**src/rtl/fp16_pkg.sv**
```systemverilog
// Shared binary16 constants, stage-A bundle type and overflow-result helper
// for the normalize/round back end.
package fp16_pkg;

    localparam logic [1:0] RM_RNE = 2'b00;
    localparam logic [1:0] RM_RDN = 2'b01;
    localparam logic [1:0] RM_RUP = 2'b10;
    localparam logic [1:0] RM_RTZ = 2'b11;

    localparam logic [4:0]  EXP_MAX  = 5'h1F;
    localparam logic [14:0] F16_INF  = 15'h7C00;
    localparam logic [14:0] F16_MAXF = 15'h7BFF;

    localparam int CARRY  = 14;
    localparam int HIDDEN = 13;
    localparam int LSB    = 3;

    // Result class decided in stage A; only K_FIN goes through rounding.
    typedef enum logic [2:0] {
        K_FIN  = 3'd0,
        K_ZERO = 3'd1,
        K_NAN  = 3'd2,
        K_INF  = 3'd3,
        K_OVF  = 3'd4
    } kind_e;

    typedef struct packed {
        kind_e       kind;
        logic [1:0]  rm;
        logic        sign;
        logic [9:0]  nan_frac;
        logic [5:0]  exp;
        logic [13:0] frac;
    } norm_t;

    function automatic logic [15:0] ovf_result(input logic [1:0] rm, input logic sign);
        logic to_inf;
        to_inf = (rm == RM_RNE) || ((rm == RM_RDN) && sign) || ((rm == RM_RUP) && !sign);
        return {sign, (to_inf ? F16_INF : F16_MAXF)};
    endfunction

endpackage

```
**src/rtl/lzc14.sv**
```systemverilog
// Combinational leading-zero counter over 14 bits; an all-zero input counts 14.
module lzc14 (
    input  logic [13:0] a,
    output logic [3:0]  cnt
);

    always_comb begin
        cnt = 4'd14;
        // Ascending scan: the highest set bit is the last one to write cnt.
        for (int i = 0; i < 14; i++) begin
            if (a[i]) cnt = 4'(13 - i);
        end
    end

endmodule

```
**src/rtl/fp_norm_round.sv**
```systemverilog
// Binary16 normalize (stage A) and round/pack (stage B) back end, two-entry
// valid/ready pipeline with combinational stall propagation.
module fp_norm_round
    import fp16_pkg::*;
(
    input  logic        clk,
    input  logic        clrn,
    input  logic        in_valid,
    output logic        in_ready,
    input  logic [1:0]  in_rm,
    input  logic        in_is_nan,
    input  logic        in_is_inf,
    input  logic [9:0]  in_inf_nan_frac,
    input  logic        in_sign,
    input  logic [4:0]  in_exp,
    input  logic [14:0] in_frac,
    output logic        out_valid,
    input  logic        out_ready,
    output logic [15:0] out_result,
    output logic        out_ovf,
    output logic        out_inexact
);

    // Handshake: a transfer happens on a rising edge where valid and ready are
    // both high; valid holds its data stable until accepted, and ready from a
    // stage depends only on that stage's occupancy and the stage after it.
    logic  a_valid, b_valid;
    logic  a_adv, b_adv;
    norm_t a_d, a_q;

    assign b_adv     = !b_valid || out_ready;
    assign a_adv     = !a_valid || b_adv;
    assign in_ready  = a_adv;
    assign out_valid = b_valid;

    logic [3:0] lz;
    logic [5:0] exp6;

    lzc14 u_lzc (
        .a   (in_frac[13:0]),
        .cnt (lz)
    );

    assign exp6 = {1'b0, in_exp};

    always_comb begin
        a_d          = '0;
        a_d.rm       = in_rm;
        a_d.sign     = in_sign;
        a_d.nan_frac = in_inf_nan_frac;
        a_d.exp      = exp6;
        a_d.frac     = in_frac[13:0];
        if (in_is_nan) begin
            a_d.kind = K_NAN;
        end else if (in_is_inf) begin
            a_d.kind = K_INF;
        end else if (in_frac[CARRY]) begin
            a_d.frac = {in_frac[14:2], in_frac[1] | in_frac[0]};
            a_d.exp  = exp6 + 6'd1;
        end else if (in_frac == 15'd0) begin
            a_d.kind = K_ZERO;
        end else if (in_exp != 5'd0) begin
            // Shift limited so the exponent never goes below the denormal range.
            if ({2'b00, lz} < exp6) begin
                a_d.frac = in_frac[13:0] << lz;
                a_d.exp  = exp6 - {2'b00, lz};
            end else begin
                a_d.frac = in_frac[13:0] << (in_exp - 5'd1);
                a_d.exp  = 6'd0;
            end
        end
        if ((a_d.kind == K_FIN) && (a_d.exp >= 6'd31)) a_d.kind = K_OVF;
    end

    always_ff @(posedge clk or negedge clrn) begin
        if (!clrn) begin
            a_valid <= 1'b0;
            a_q     <= '0;
        end else if (a_adv) begin
            a_valid <= in_valid;
            a_q     <= a_d;
        end
    end

    logic        inc, grs_any;
    logic [11:0] sum;
    logic [5:0]  exp_r;
    logic [9:0]  man;
    logic [15:0] res_d;
    logic        ovf_d, inx_d;

    always_comb begin
        grs_any = |a_q.frac[2:0];
        case (a_q.rm)
            RM_RNE:  inc = a_q.frac[2] & ((|a_q.frac[1:0]) | a_q.frac[LSB]);
            RM_RDN:  inc = a_q.sign & grs_any;
            RM_RUP:  inc = !a_q.sign & grs_any;
            default: inc = 1'b0;
        endcase
        sum   = {1'b0, a_q.frac[HIDDEN:LSB]} + {11'd0, inc};
        exp_r = a_q.exp;
        man   = sum[9:0];
        if (sum[11]) begin
            man   = sum[10:1];
            exp_r = a_q.exp + 6'd1;
        end else if ((a_q.exp == 6'd0) && sum[10]) begin
            exp_r = 6'd1;
        end
        res_d = {a_q.sign, exp_r[4:0], man};
        ovf_d = 1'b0;
        inx_d = grs_any;
        case (a_q.kind)
            K_NAN: begin
                res_d = {a_q.sign, EXP_MAX, a_q.nan_frac};
                inx_d = 1'b0;
            end
            K_INF: begin
                res_d = {a_q.sign, EXP_MAX, 10'h000};
                inx_d = 1'b0;
            end
            K_ZERO: begin
                res_d = {a_q.sign, 15'h0000};
                inx_d = 1'b0;
            end
            K_OVF: begin
                res_d = ovf_result(a_q.rm, a_q.sign);
                ovf_d = 1'b1;
                inx_d = 1'b1;
            end
            default: begin
                if (exp_r >= 6'd31) begin
                    res_d = ovf_result(a_q.rm, a_q.sign);
                    ovf_d = 1'b1;
                    inx_d = 1'b1;
                end
            end
        endcase
    end

    always_ff @(posedge clk or negedge clrn) begin
        if (!clrn) begin
            b_valid     <= 1'b0;
            out_result  <= 16'h0000;
            out_ovf     <= 1'b0;
            out_inexact <= 1'b0;
        end else if (b_adv) begin
            b_valid <= a_valid;
            if (a_valid) begin
                out_result  <= res_d;
                out_ovf     <= ovf_d;
                out_inexact <= inx_d;
            end
        end
    end

endmodule

```
**config.mk**
```make
export PLATFORM = sky130hd
export DESIGN_NAME = fp_norm_round
export DESIGN_NICKNAME = d
export VERILOG_FILES = /design/src/rtl/fp16_pkg.sv /design/src/rtl/lzc14.sv /design/src/rtl/fp_norm_round.sv
export SDC_FILE = /design/constraint.sdc
export NUM_CORES = 1
export LEC_CHECK = 0
export CAP_MARGIN = 5
export CORE_UTILIZATION = 35
export CTS_BUF_LIST = sky130_fd_sc_hd__clkbuf_16
export DETAILED_ROUTE_END_ITERATION = 8
export PLACE_DENSITY = 0.6
export SKIP_LAST_GASP = 1
export SLEW_MARGIN = 20
export SYNTH_ARGS = -nofsm -noshare
export SYNTH_HDL_FRONTEND = slang
export SYNTH_SLANG_ARGS = --single-unit
export TNS_END_PERCENT = 1
```
**constraint.sdc**
```tcl
create_clock -name clk -period 4.35 [get_ports clk]
set_input_delay 1.305 -clock clk [delete_from_list [all_inputs] [get_ports clk]]
set_output_delay 1.305 -clock clk [all_outputs]
set_load 0.005 [all_outputs]
```
==> qor.csv, run 1 <==
metric,value,unit
final_cells,912,
p_leak,2.75,nW
r2r_start,a_q[31]$_DFFE_PN0P_,
cts_htree_levels,2,
drt_iter0_markers,427,
critPathMaxFanout,6,
worstHoldEndpoint,a_q[20]$_DFFE_PN0P_,
dr_wl_met3,747,um
synth-seq-cells,56,
grt_pass1_wl,25200,um
cp_cell_sequence,dlygate4sd2_1 > inv_2 > o211ai_1 > a31oi_2 > ha_2 > inv_1 > fa_2 > nand3_2 > a21oi_2 > or2_4 > buf_4 > a21oi_4 > buf_6 > mux2i_2 > mux4_2 > and2_1 > o21ai_1,
wl_per_cell,16.7,um
rows,42,
vias_per_cell,5.61,
start_util,0.358,
path_depth,17,
yosysUniqueCellTypes,71,
top_layer_used,met4,
wl,15300,um
ys.warnings.count,0,
syn2layout_area_growth,34.7,%
num_antenna_cells,0,
synth.most_common_cell,nand2_1,
peakVddDrop,0.179,mV
min_period,4.17,ns
ys_seq_area_frac,0.296,
fill_cells,1278,
outcome,finished clean,
synth_area_leader_cell,dfrtp_1,
hp-class,flip-flop to flip-flop,
synth_edf_count,0,
cp_slowest_cell,mux4_2,
holdBufCountCts,0,
root_buffer,clkbuf_16,
synth_ff_type,dfrtp_1,
power_switching_share,0.352,
hold_depth,2,
power_frac_seq,0.372,
gp_congestion,1.01,
io_buffers,58,
wl_met2,7270,um
power_density,284,nW/um2
die_y,118,um
fin_crit_sh,0.959,
rsz0062_at_grt,no,
synth_area,4730,um2
hpwl,11700,um
ctsLongestPathBuffers,2,
worst_slack,0.178,ns
ios,59,
power.switching,0.000636,W
dieArea,14000,um2
dp_cells,892,
min_from,a_q[20]$_DFFE_PN0P_,
postRouteAntennaNets,0,
r2r-end,out_result[5]$_DFFE_PN0P_,
synth_async_sr_flop_share,1.00,
fin_area,6370,um2
syn_area_per_cell,7.70,um2
drc,0,
clkTransAtPathRegs,0.08,ns
worstMarginPinSlew,0.654,ns
firstDrtPassIters,5,
combPwrFrac,0.396,
crit_buf_inv,5,
synth_area_leaders,"dfrtp_1, nand2_1, a21oi_1",
whs,0.478,ns
path_class,input port to flip-flop,
syn_nets,667,
clock-sinks,56,
place_ws,-0.634,ns
nets,788,
setup_viol,0,
core,13200,um2
grt_max_degree,51,
max_freq,0.240,GHz
grtUsageTotal,0.222,
r2r_cells,13,
critPathTopFamily,buffers and inverters,
synthCells,614,
skew,0.00911,ns
setup.worst_path.end_class,flip-flop,
netlist_top_cells_count,"nand2_1, a21oi_1, dfrtp_1",
numCtsBuffers,5,
crit_path_start_kind,input port,
drv_slew,0,
grt_pass1_vias,5013,
grt.overflow.total,0,
die_x,118,um
route.layer.met1.wl,6770,um
dpl-instance-area,6050,um2
drive_above_1_share,0.223,
worst_slew_margin_rel,0.563,
hold_violations,0,
clock_latency,0.30,ns
drv_cap,0,
synth_top_area_frac,0.296,
cts_tree,done,
grt_antenna_before_repair,0,
cp_data_required_time,4.59,ns
vias,5114,
r2r_slack,0.68,ns
p_int,0.00117,W
clkPwrFrac,0.232,
cp.arrival,4.41,ns
max_stage_delay,0.45,ns
-- state kept, by name, summed over array words and instances, names as in the netlist --
register	flops
out_inexact	1
a_valid	1
out_ovf	1
out_valid	1
out_result	16
a_q	36
-- kinds of logic (layout without fill, tap and decap cells) --
family / after synthesis / after routing / synth area share
buffers and inverters: 68 / 190 / 0.0614
AND/OR/NAND/NOR: 229 / 229 / 0.225
flip-flops: 56 / 56 / 0.296
AO/OA/AOI/OAI: 203 / 203 / 0.286
adder cells (fa/ha/maj): 14 / 14 / 0.0386
multiplexers: 29 / 29 / 0.0646
XOR/XNOR: 15 / 15 / 0.0278
-- worst min-delay path: cells and delay by family (launching register included) --
kind          cells  cell delay (ns)
flops             1             0.34
simple gates      2             0.10
-- power by group through the flow --
stage | sequential [W] | combinational [W] | clock [W]
6_report | 0.000672 | 0.000717 | 0.000420
5_1_grt | 0.000684 | 0.000784 | 0.000451
4_1_cts | 0.000672 | 0.000699 | 0.000428
3_5_place_dp | 0.000682 | 0.000685 | 0
3_3_place_gp | 0.000678 | 0.000677 | 0
2_1_floorplan | 0.000662 | 0.000387 | 0
-- cells in the final DEF (no fill, tap or decap), types with 23 or more instances in the layout --
cell type and instances:
buf_4 100, nand2_1 84, a21oi_1 56, dfrtp_1 56, nor2_1 51, clkdlybuf4s50_1 43, o21ai_0 25, nor3_1 24
mux2i_1 23
-- through the flow --
stage / power (W) / setup TNS [ns] / util
3_3_place_gp: 0.00136 / -7.78 / 0.459
6_report: 0.00181 / 0 / 0.483
3_5_place_dp: 0.00137 / -8.08 / 0.459
5_1_grt: 0.00192 / 0 / 0.483
4_1_cts: 0.00180 / 0 / 0.476
2_1_floorplan: 0.00105 / 0 / -
-- worst max-delay path by stage --
stage	start	to	slack [ns]
after floorplan	in_frac[5]	a_q[9]$_DFFE_PN0P_	0.01
after global placement	in_frac[6]	a_q[10]$_DFFE_PN0P_	-0.67
after detailed placement	in_frac[7]	a_q[8]$_DFFE_PN0P_	-0.63
after CTS	in_frac[5]	a_q[12]$_DFFE_PN0P_	0.04
after global routing	in_frac[11]	a_q[12]$_DFFE_PN0P_	0.04
final	in_frac[11]	a_q[9]$_DFFE_PN0P_	0.18
-- timing repair --
item | in CTS | in global routing
pin swaps | 4 | 9
setup endpoints to repair | 16 | 14
resized for setup | 30 | 31
gates cloned | 0 | 0
setup buffers | 5 | 6
-- routing by layer --
metal,vias to the layer above,track usage
li1,2475,-
met1,2400,0.278
met2,204,0.386
met3,35,0.0314
met4,0,0.0801
met5,-,0
-- cell type report --
| type | instances | area (um2) | share of cell area |
|---|---|---|---|
| inverter | 18 | 67.6 | 0.0106 |
| sequential | 56 | 1400 | 0.220 |
| tap | 176 | 220 | 0.0346 |
| clock inverter | 3 | 26.3 | 0.00412 |
| clock buffer | 5 | 125 | 0.0196 |
| multi-input combinational | 490 | 3150 | 0.495 |
| timing repair buffer | 164 | 1380 | 0.216 |
No activity file was read; power rests on OpenSTA's default activity.
==> run 2, diff against run 1 <==
PLACE_DENSITY = unset   (was 0.6)
==> results of run 2 <==
Same layout as run 1: the final DEF is identical, and so are final timing and power.
